## config.mk

```make
export PLATFORM = sky130hd
export DESIGN_NAME = fsm_link_host
export DESIGN_NICKNAME = d
export VERILOG_FILES = /design/src/rtl/fsm_link_pkg.sv /design/src/rtl/fsm_link_deser.sv /design/src/rtl/fsm_link_host.sv
export SDC_FILE = /design/constraint.sdc
export NUM_CORES = 1
export LEC_CHECK = 0
export ABC_AREA = 1
export CAP_MARGIN = 10
export CORE_ASPECT_RATIO = 0.8
export CORE_MARGIN = 8
export CORE_UTILIZATION = 46
export CTS_BUF_LIST = sky130_fd_sc_hd__clkbuf_16
export DETAILED_ROUTE_END_ITERATION = 10
export PLACE_DENSITY_LB_ADDON = 0.25
export SYNTH_ARGS = -nofsm -noshare
export SYNTH_HDL_FRONTEND = slang
export SYNTH_SLANG_ARGS = --single-unit
```

## constraint.sdc

```tcl
create_clock -name clk -period 2.35 [get_ports clk]
set_input_delay 0.235 -clock clk [delete_from_list [all_inputs] [get_ports clk]]
set_output_delay 0.235 -clock clk [all_outputs]
set_load 0.005 [all_outputs]
```

## src/rtl/fsm_link_pkg.sv

```systemverilog
// rtl/fsm_link_pkg.sv - shared link encodings, host FSM states and steering map
package fsm_link_pkg;

  localparam int LINK_N       = 64;
  localparam int LINK_N_WIDTH = 4;
  localparam int LINK_MAX_OPS = 16;
  localparam int LINK_TIMEOUT = 64;
  localparam int NIBBLES      = LINK_N / LINK_N_WIDTH;

  typedef enum logic [3:0] {
    LS_S0     = 4'd0,
    LS_S1     = 4'd1,
    LS_S2     = 4'd2,
    LS_S3     = 4'd3,
    LS_S4     = 4'd4,
    LS_S5     = 4'd5,
    LS_S6     = 4'd6,
    LS_S7     = 4'd7,
    LS_IDLE   = 4'd8,
    LS_INPUT  = 4'd9,
    LS_OUTPUT = 4'd10
  } link_state_e;

  typedef enum logic [2:0] {
    H_IDLE,
    H_START,
    H_LOAD,
    H_OPS,
    H_STEER,
    H_CAPTURE,
    H_RESP
  } host_state_e;

  // Fixed walk from any operand state to OUTPUT in at most five hops.
  function automatic logic [1:0] steer(input logic [3:0] st);
    logic [1:0] op;
    case (st)
      LS_S0, LS_S1, LS_S2, LS_S3: op = 2'd2;
      LS_S4:                      op = 2'd1;
      default:                    op = 2'd0;
    endcase
    return op;
  endfunction

endpackage

```

## src/rtl/fsm_link_deser.sv

```systemverilog
// rtl/fsm_link_deser.sv - result nibble capture register with index and window timeout
module fsm_link_deser
  import fsm_link_pkg::*;
#(
  parameter int N       = LINK_N,
  parameter int N_WIDTH = LINK_N_WIDTH,
  parameter int TIMEOUT = LINK_TIMEOUT
) (
  input  logic               clk,
  input  logic               rst,
  input  logic               clr,
  input  logic               en,
  input  logic               out_valid,
  input  logic [N_WIDTH-1:0] out_nib,
  output logic [N-1:0]       result,
  output logic               done,
  output logic               timeout
);

  localparam int NIB   = N / N_WIDTH;
  localparam int NIB_W = $clog2(NIB);
  localparam int TO_W  = $clog2(TIMEOUT);

  logic [N-1:0]     result_q, result_d;
  logic [NIB_W-1:0] k_q, k_d;
  logic [TO_W-1:0]  cnt_q, cnt_d;

  assign done    = en && out_valid && (k_q == NIB_W'(NIB - 1));
  assign timeout = en && !done && (cnt_q == TO_W'(TIMEOUT - 1));
  assign result  = result_q;

  always_comb begin
    result_d = result_q;
    k_d      = k_q;
    cnt_d    = cnt_q;
    if (clr) begin
      result_d = '0;
      k_d      = '0;
      cnt_d    = '0;
    end else if (en) begin
      if (out_valid) begin
        result_d[k_q*N_WIDTH +: N_WIDTH] = out_nib;
        if (k_q != NIB_W'(NIB - 1)) k_d = k_q + NIB_W'(1);
      end
      if (cnt_q != TO_W'(TIMEOUT - 1)) cnt_d = cnt_q + TO_W'(1);
    end
  end

  always_ff @(posedge clk) begin
    if (rst) begin
      result_q <= '0;
      k_q      <= '0;
      cnt_q    <= '0;
    end else begin
      result_q <= result_d;
      k_q      <= k_d;
      cnt_q    <= cnt_d;
    end
  end

endmodule

```

## src/rtl/fsm_link_host.sv

```systemverilog
// rtl/fsm_link_host.sv - nibble-serial host master: load operands, run ops, steer to OUTPUT, capture result
module fsm_link_host
  import fsm_link_pkg::*;
#(
  parameter int N       = LINK_N,
  parameter int N_WIDTH = LINK_N_WIDTH,
  parameter int MAX_OPS = LINK_MAX_OPS,
  parameter int TIMEOUT = LINK_TIMEOUT
) (
  input  logic                         clk,
  input  logic                         rst,
  input  logic                         cmd_valid,
  output logic                         cmd_ready,
  input  logic [N-1:0]                 cmd_a,
  input  logic [N-1:0]                 cmd_b,
  input  logic [2*MAX_OPS-1:0]         cmd_ops,
  input  logic [$clog2(MAX_OPS+1)-1:0] cmd_op_count,
  output logic                         rsp_valid,
  output logic [N-1:0]                 rsp_result,
  output logic                         rsp_error,
  output logic                         busy,
  output logic                         link_start,
  output logic                         link_input_enable,
  output logic [N_WIDTH-1:0]           link_a,
  output logic [N_WIDTH-1:0]           link_b,
  output logic [1:0]                   link_op_val,
  input  logic [3:0]                   link_state,
  input  logic                         link_output_valid,
  input  logic [N_WIDTH-1:0]           link_out
);

  localparam int NIB   = N / N_WIDTH;
  localparam int NIB_W = $clog2(NIB);
  localparam int OPC_W = $clog2(MAX_OPS + 1);
  localparam int TO_W  = $clog2(TIMEOUT);

  host_state_e          state_q, state_d;
  logic [N-1:0]         a_q, a_d, b_q, b_d;
  logic [2*MAX_OPS-1:0] ops_q, ops_d;
  logic [OPC_W-1:0]     opc_q, opc_d, idx_q, idx_d;
  logic [NIB_W-1:0]     nib_q, nib_d;
  logic [TO_W-1:0]      steer_cnt_q, steer_cnt_d;
  logic                 err_q, err_d;

  logic                 accept;
  logic                 at_output;
  logic                 cap_en, cap_done, cap_timeout;
  logic [N-1:0]         cap_result;

  assign accept    = (state_q == H_IDLE) && cmd_valid;
  assign at_output = (link_state == LS_OUTPUT);
  // The STEER cycle that first sees OUTPUT already belongs to the capture window.
  assign cap_en    = ((state_q == H_STEER) && at_output) || (state_q == H_CAPTURE);

  fsm_link_deser #(
    .N       (N),
    .N_WIDTH (N_WIDTH),
    .TIMEOUT (TIMEOUT)
  ) u_deser (
    .clk       (clk),
    .rst       (rst),
    .clr       (accept),
    .en        (cap_en),
    .out_valid (link_output_valid),
    .out_nib   (link_out),
    .result    (cap_result),
    .done      (cap_done),
    .timeout   (cap_timeout)
  );

  always_comb begin
    state_d     = state_q;
    a_d         = a_q;
    b_d         = b_q;
    ops_d       = ops_q;
    opc_d       = opc_q;
    idx_d       = idx_q;
    nib_d       = nib_q;
    steer_cnt_d = steer_cnt_q;
    err_d       = err_q;
    unique case (state_q)
      H_IDLE: begin
        if (cmd_valid) begin
          a_d         = cmd_a;
          b_d         = cmd_b;
          ops_d       = cmd_ops;
          opc_d       = (cmd_op_count > OPC_W'(MAX_OPS)) ? OPC_W'(MAX_OPS) : cmd_op_count;
          idx_d       = '0;
          nib_d       = '0;
          steer_cnt_d = '0;
          err_d       = 1'b0;
          state_d     = H_START;
        end
      end
      H_START: state_d = H_LOAD;
      H_LOAD: begin
        if (nib_q == NIB_W'(NIB - 1)) state_d = (opc_q == '0) ? H_STEER : H_OPS;
        else                          nib_d   = nib_q + NIB_W'(1);
      end
      H_OPS: begin
        if (idx_q == opc_q - OPC_W'(1)) state_d = H_STEER;
        else                            idx_d   = idx_q + OPC_W'(1);
      end
      H_STEER: begin
        if (at_output) begin
          state_d = H_CAPTURE;
        end else if (steer_cnt_q == TO_W'(TIMEOUT - 1)) begin
          state_d = H_RESP;
          err_d   = 1'b1;
        end else begin
          steer_cnt_d = steer_cnt_q + TO_W'(1);
        end
      end
      H_CAPTURE: begin
        if (cap_done) begin
          state_d = H_RESP;
        end else if (cap_timeout) begin
          state_d = H_RESP;
          err_d   = 1'b1;
        end
      end
      H_RESP:  state_d = H_IDLE;
      default: state_d = H_IDLE;
    endcase
  end

  always_ff @(posedge clk) begin
    if (rst) begin
      state_q     <= H_IDLE;
      a_q         <= '0;
      b_q         <= '0;
      ops_q       <= '0;
      opc_q       <= '0;
      idx_q       <= '0;
      nib_q       <= '0;
      steer_cnt_q <= '0;
      err_q       <= 1'b0;
    end else begin
      state_q     <= state_d;
      a_q         <= a_d;
      b_q         <= b_d;
      ops_q       <= ops_d;
      opc_q       <= opc_d;
      idx_q       <= idx_d;
      nib_q       <= nib_d;
      steer_cnt_q <= steer_cnt_d;
      err_q       <= err_d;
    end
  end

  assign cmd_ready         = (state_q == H_IDLE);
  assign busy              = (state_q != H_IDLE);
  assign rsp_valid         = (state_q == H_RESP);
  assign rsp_error         = (state_q == H_RESP) && err_q;
  assign rsp_result        = cap_result;
  assign link_start        = (state_q == H_START);
  assign link_input_enable = (state_q == H_LOAD);
  assign link_a = (state_q == H_LOAD) ? a_q[nib_q*N_WIDTH +: N_WIDTH] : '0;
  assign link_b = (state_q == H_LOAD) ? b_q[nib_q*N_WIDTH +: N_WIDTH] : '0;

  always_comb begin
    link_op_val = 2'd0;
    if (state_q == H_OPS)        link_op_val = ops_q[idx_q*2 +: 2];
    else if (state_q == H_STEER) link_op_val = steer(link_state);
  end

endmodule

```

==> flow_metrics.env, run 1 <==
export IMPL_rows=52
export IMPL_gp_congestion=0.8815
export IMPL_timing_rr_start="u_deser.k_q[1]$_SDFFE_PP0P_"
export IMPL_placement_io_buffers=256
export IMPL_first_global_vias=11200
export IMPL_dr_wl_met3_um=2501
export IMPL_numCtsBuffers=28
export IMPL_clockBufferDepth=3
export IMPL_place_hpwl_um=25030
export IMPL_dieArea_um2=30600
export IMPL_final_nets=2092
export IMPL_period_share=0.9637
export IMPL_cp_arrival_ns=2.03
export IMPL_powerDensity_nw_per_um2=913.9
export IMPL_hp_class="in -> reg"
export IMPL_grt_usage=0.2229
export IMPL_viasPerCell=5.287
export IMPL_top_layer="met4"
export IMPL_drc=0
export IMPL_ys_warn_count=0
export IMPL_fmax_mhz=441.5
export IMPL_drt_iter0_drc=759
export IMPL_drive_above_1_share=0.07225
export IMPL_final_max_slew_violation_count=0
export IMPL_max_vdd_ir_drop_mv=0.5804
export IMPL_worstRegToRegCells=10
export IMPL_critPathMaxStageDelay_ns=0.39
export IMPL_yosys_area_top_type_share=0.4451
export IMPL_syn_nets=1863
export IMPL_fin_crit_ns=2.265
export IMPL_finalWirelength_um=35660
export IMPL_hold_violations=0
export IMPL_final_antenna_net_count=0
export IMPL_antennaDiodeCount=0
export IMPL_cts_max_level=1
export IMPL_wl_met2_um=15550
export IMPL_layout_common_cells="nand2_1 (303), a21oi_1 (282), dfxtp_1 (252), clkdlybuf4s50_1 (245), o21ai_0 (206)"
export IMPL_hold_path_cell_count=4
export IMPL_syn_inst=1676
export IMPL_whs_ns=0.07741
export IMPL_finClkSkew_ns=0.01580
export IMPL_ys_types=37
export IMPL_clkSinkCount=258
export IMPL_crit_top_cell="nand3_1"
export IMPL_synth_cell_area_um2=11600
export IMPL_ys_seq_area_frac=0.4451
export IMPL_end_kind="output pin"
export IMPL_leakage_nw=5.955
export IMPL_synthToLayoutAreaGrowth_pct=34.25
export IMPL_path_max_fanout=21
export IMPL_crit_path_start_kind="flop"
export IMPL_crit_family="buffers and inverters"
export IMPL_grt_pass1_wl_um=57100
export IMPL_hold_start="rst"
export IMPL_finalSetupViolations=0
export IMPL_cp_slowest_cell="dfxtp_4"
export IMPL_path_cells="clkinv_4 -> buf_12 -> a21oi_1 -> o21ai_0 -> nand3_1 -> nand3_1 -> a21oi_2 -> dlygate4sd2_1"
export IMPL_outcome="finished clean"
export IMPL_wl_met1_um=16930
export IMPL_io_pins=257
export IMPL_die_x_um=193.6
export IMPL_layout_cells_non_filler=2248
export IMPL_critPathKind="reg -> out"
export IMPL_syn_area_per_cell_um2=6.924
export IMPL_grt_max_degree=105
export IMPL_cts_clk_slew_worst_paths_ns=0.06
export IMPL_core_area_um2=25050
export IMPL_vias=11890
export IMPL_crit_buf_inv=3
export IMPL_grt_overflow=0
export IMPL_rr_endpoint="u_deser.result[49]$_SDFFE_PP0P_"
export IMPL_fillCellCount=2253
export IMPL_antenna_found_initial=0
export IMPL_root_buffer="clkbuf_16"
export IMPL_cts_tree="yes"
export IMPL_dp_cells=2196
export IMPL_worst_pin_slew_ns=1.085
export IMPL_maxCapViolations=0
export IMPL_fin_ws_ns=0.08520
export IMPL_start_util=0.4633
export IMPL_reg2reg_slack_ns=0.22
export IMPL_avgRoutedWirePerCell_um=15.86
export IMPL_rsz0062_at_grt="true"
export IMPL_cp_required_ns=2.12
export IMPL_yosys_area_top_type="dfxtp_1"
export IMPL_ys_top_cells_by_area="dfxtp_1 (45%), a21oi_1 (12%), nand2_1 (9.8%)"
export IMPL_hold_path_endpoint="idx_q[0]$_SDFFE_PP0P_"
export IMPL_die_h_um=158.1
export IMPL_final_common_cell="nand2_1"
export IMPL_clk_latency_ns=0.53
export IMPL_ys_ff_latch=258
export IMPL_relSlewSlack=0.2765
export IMPL_place_ws_ns=0.1696
export IMPL_first_pass_iters=5
## area by class of cell
cell class	instances	area, um2	area share
clock buffers	29	725.7	0.04658
flip-flops and latches	258	5175	0.3322
multi-input cells	1133	5380	0.3453
well taps	324	405.4	0.02602
clock inverters	20	181.4	0.01164
inverters	188	715.7	0.04594
repair buffers	296	2997	0.1923
## power by group
| group | total [mW] | switching, mW | internal [mW] |
|---|---|---|---|
| logic | 4.52 | 2.82 | 1.71 |
| registers | 5.41 | 0.293 | 5.11 |
| clock network | 4.31 | 1.75 | 2.56 |
| total | 14.2 | 4.86 | 9.38 |
## registers in the layout (all words and copies together), names as in the netlist, 4 cells and up
signal	flops
idx_q	5
u_deser.k_q	4
b_q	64
steer_cnt_q	6
a_q	64
u_deser.result	64
ops_q	32
opc_q	5
u_deser.cnt_q	6
nib_q	4
## cell families after synthesis
family | share of synthesized area
simple gates | 0.2218
flops | 0.4451
buf+inv | 0.09531
xor+xnor | 0.005283
fa+ha+maj | 0.01078
compound gates | 0.2218
## metrics by stage
step	area [um2]	TNS [ns]	util	total power [mW]
global placement	14550	0	0.5810	9.667
detailed placement	14550	0	0.5810	9.751
CTS	15560	0	0.6213	14.28
finish	15580	0	0.6220	14.24
global route	15580	-0.01522	0.6220	15.10
floorplan	11600	0	-	8.265
## timing repair
| item | 4_1_cts | 5_1_grt |
|---|---|---|
| gates resized for setup | 33 | 14 |
| endpoints found under the setup margin | 10 | 13 |
| buffers inserted | 0 | 1 |
| gates cloned | 2 | 0 |
| hold buffers | 0 | 0 |
| pin swaps | 2 | 2 |
## tightest hold or removal path: cells and delay by family
kind                   cells  cell delay (ns)
buffers and inverters      2             0.20
AND/OR/NAND/NOR            2             0.13
## synthesized netlist by cell type
cell and n:
nand2_1 304, a21oi_1 286, dfxtp_1 258, o21ai_0 206, inv_1 171, nor2_1 139, nand3_1 114, clkbuf_1 74
nor3_1 21, buf_2 20, inv_2 12, ha_1 10, nand2_2 7, nand4_1 5, nor4_1 5, nor2_4 4
o211ai_1 4, xor2_1 4, a211oi_1 3, clkinv_1 3, xnor2_1 3, and3_1 2, buf_1 2, nor2_2 2
o211a_1 2, o21ai_1 2, o22ai_1 2, or2_2 2, buf_6 1, clkinv_2 1, inv_4 1, nand3_2 1
nand4_2 1, nor3_4 1, nor3b_1 1, o31ai_1 1, o41ai_1 1
## per-layer routing
layer  global-route usage  vias to the layer above
li1                     -                     5962
met1               0.3058                     5489
met2               0.3568                      388
met3              0.04759                       47
met4              0.04901                        0
met5                    0                        -
## worst max path at each step
stage	depth (start not counted)	end	startpoint
floorplan	10	u_deser.result[40]$_SDFFE_PP0P_	u_deser.k_q[0]$_SDFFE_PP0P_
global placement	9	link_op_val[1]	state_q[1]$_SDFFE_PP0P_
detailed placement	10	u_deser.result[60]$_SDFFE_PP0P_	link_state[3]
CTS	8	link_b[3]	nib_q[0]$_SDFFE_PP0P_
global route	8	link_b[0]	nib_q[0]$_SDFFE_PP0P_
finish	8	link_b[0]	nib_q[0]$_SDFFE_PP0P_
(Power assumes the default switching activity.)
==> run 2, diff against run 1 <==
==> constraint.sdc (replaced) <==
create_clock -name clk -period 2.35 [get_ports clk]
set_input_delay 0.235 -clock clk [delete_from_list [all_inputs] [get_ports clk]]
set_output_delay 0.235 -clock clk [all_outputs]
set_load 0.01 [all_outputs]
==> run 2 against run 1 <==
Via count down 1.2%. Sequential share of layout area grew 0.53 points. Highest routed layer unchanged. Global-route usage down 0.28 points. First-iteration DRC count is 16% higher. Critical endpoint is now link_a[0]. Maximum frequency rose by 0.98%.
==> flow_metrics.env, run 2 (same netlist as run 1, synthesis figures left out) <==
export IMPL_outcome="finished clean"
export IMPL_placement_io_buffers=256
export IMPL_crit_family="buffers and inverters"
export IMPL_first_pass_iters=7
export IMPL_cts_max_level=1
export IMPL_synthToLayoutAreaGrowth_pct=32.01
export IMPL_switchingPower_mw=4.766
export IMPL_clkPwrFrac=0.276
export IMPL_layout_cells_non_filler=2242
export IMPL_seqPwrFrac=0.398
export IMPL_dieArea_um2=30600
export IMPL_p_comb_frac=0.325
export IMPL_finalSetupViolations=0
export IMPL_rows=52
export IMPL_period_share=0.9544
export IMPL_path_cells="inv_1 -> buf_6 -> buf_4 -> a21oi_1 -> o21ai_0 -> nand3_1 -> nand3_1 -> nand2_1 -> clkdlybuf4s15_1"
export IMPL_cp_required_ns=2.12
export IMPL_grt_overflow=0
export IMPL_design_area_um2=15320
export IMPL_hp_class="in -> reg"
export IMPL_hold_violations=0
export IMPL_maxCapViolations=0
export IMPL_multi_input_area_um2=5364
export IMPL_antenna_found_initial=0
export IMPL_end_kind="output pin"
export IMPL_gp_congestion=0.9026
export IMPL_die_h_um=158.1
export IMPL_viasPerCell=5.240
export IMPL_max_vdd_ir_drop_mv=0.7725
export IMPL_cp_slowest_cell="dfxtp_1"
export IMPL_fin_util=0.6116
export IMPL_finClkSkew_ns=0.01729
export IMPL_start_util=0.4633
export IMPL_cp_arrival_ns=2.01
export IMPL_layout_common_cells="nand2_1 (303), a21oi_1 (285), dfxtp_1 (254), clkdlybuf4s50_1 (245), o21ai_0 (205)"
export IMPL_first_global_vias=11000
export IMPL_grt_max_degree=90
export IMPL_antennaDiodeCount=0
export IMPL_relSlewSlack=0.2750
export IMPL_clkSinkCount=258
export IMPL_numCtsBuffers=27
export IMPL_vias=11750
export IMPL_final_max_slew_violation_count=0
export IMPL_worst_pin_slew_ns=1.087
export IMPL_crit_path_start_kind="flop"
export IMPL_drive_above_1_share=0.06465
export IMPL_critPathKind="reg -> out"
export IMPL_final_nets=2091
export IMPL_clk_latency_ns=0.53
export IMPL_powerDensity_nw_per_um2=883.5
export IMPL_fin_crit_ns=2.243
export IMPL_placed_cell_area_um2=14570
export IMPL_grt_pass1_wl_um=56260
export IMPL_path_max_fanout=27
export IMPL_crit_top_cell="nand3_1"
export IMPL_internal_power_mw=8.769
export IMPL_cts_clk_slew_worst_paths_ns=0.06
export IMPL_setup_tns_ns=0
export IMPL_dp_cells=2198
export IMPL_root_buffer="clkbuf_16"
export IMPL_whs_ns=0.07169
export IMPL_final_antenna_net_count=0
export IMPL_fillCellCount=2297
export IMPL_clockBufferDepth=3
export IMPL_die_x_um=193.6
export IMPL_cts_tree="yes"
export IMPL_fmax_mhz=445.9
export IMPL_core_area_um2=25050
export IMPL_finalWirelength_um=35680
export IMPL_crit_buf_inv=4
export IMPL_io_pins=257
export IMPL_seq_area_um2=5170
export IMPL_rsz0062_at_grt="false"
export IMPL_leakage_nw=5.843
export IMPL_place_hpwl_um=25300
export IMPL_drc=0
export IMPL_final_common_cell="nand2_1"
export IMPL_critPathMaxStageDelay_ns=0.35
export IMPL_drt_iter0_drc=878
export IMPL_swShare=0.3521
export IMPL_avgRoutedWirePerCell_um=15.91
export IMPL_grt_usage=0.2202
-- run 2: cell count changes in the layout (fill, tap and decap cells not counted), sizes merged --
cell	change
clkbuf	+4
bufinv	-3
clkinvlp	-3
dlygate4sd2	-3
buf	-1
bufbuf	-1
clkdlybuf4s15	-1
clkinv	+1
inv	+1
-- run 2: through the flow --
step / setup WS (ns) / total power [mW]
after floorplan: 0.1293 / 8.287
after global placement: 0.2473 / 9.710
after detailed placement: 0.1648 / 9.789
after CTS: 0.0009013 / 13.54
after global routing: 0.02185 / 14.37
final: 0.1072 / 13.53
-- run 2: cell type report --
| cell class | count | share of cell area |
|---|---|---|
| tap | 324 | 0.02646 |
| clock buffer | 27 | 0.04410 |
| clock inverter | 16 | 0.004165 |
| sequential | 258 | 0.3375 |
| multi-input combinational | 1133 | 0.3501 |
| timing repair buffer | 296 | 0.1914 |
| inverter | 188 | 0.04631 |
-- run 2: worst paths after layout --
path         depth (start not counted)                            start  slack [ns]                         endpoint
min                                  4                              rst        0.07          state_q[0]$_SDFFE_PP0P_
max reg2reg                          8      u_deser.k_q[1]$_SDFFE_PP0P_        0.23  u_deser.result[60]$_SDFFE_PP0P_
max                                  9            nib_q[1]$_SDFFE_PP0P_        0.11                        link_a[0]
min reg2reg                          2  u_deser.result[54]$_SDFFE_PP0P_        0.44  u_deser.result[54]$_SDFFE_PP0P_
-- run 2: tightest hold or removal path: stages --
cell and delay (ns):
buf_4 0.10, inv_2 0.10, nand2_1 0.09, inv_1 0.03
-- run 2: layer usage --
metal | track usage | vias up | wire [um]
met5 | 0 | - | 0
met4 | 0.04901 | 0 | 616
met3 | 0.04525 | 48 | 2465
met2 | 0.3619 | 375 | 15820
met1 | 0.2955 | 5377 | 16780
li1 | - | 5949 | -
-- run 2: what timing repair did --
| item | CTS | global route |
|---|---|---|
| endpoints found under the setup margin | 10 | 19 |
| gates cloned | 0 | 1 |
| setup buffers | 0 | 0 |
| hold buffers | 0 | 0 |
| resized for setup | 19 | 23 |
-- run 2: power groups by stage --
stage	Clock [mW]	Combinational, mW	Sequential [mW]
after floorplan	0	2.90	5.39
after global placement	0	4.25	5.46
after detailed placement	0	4.31	5.48
after CTS	3.82	4.33	5.39
after global routing	3.98	4.92	5.47
final	3.74	4.40	5.39
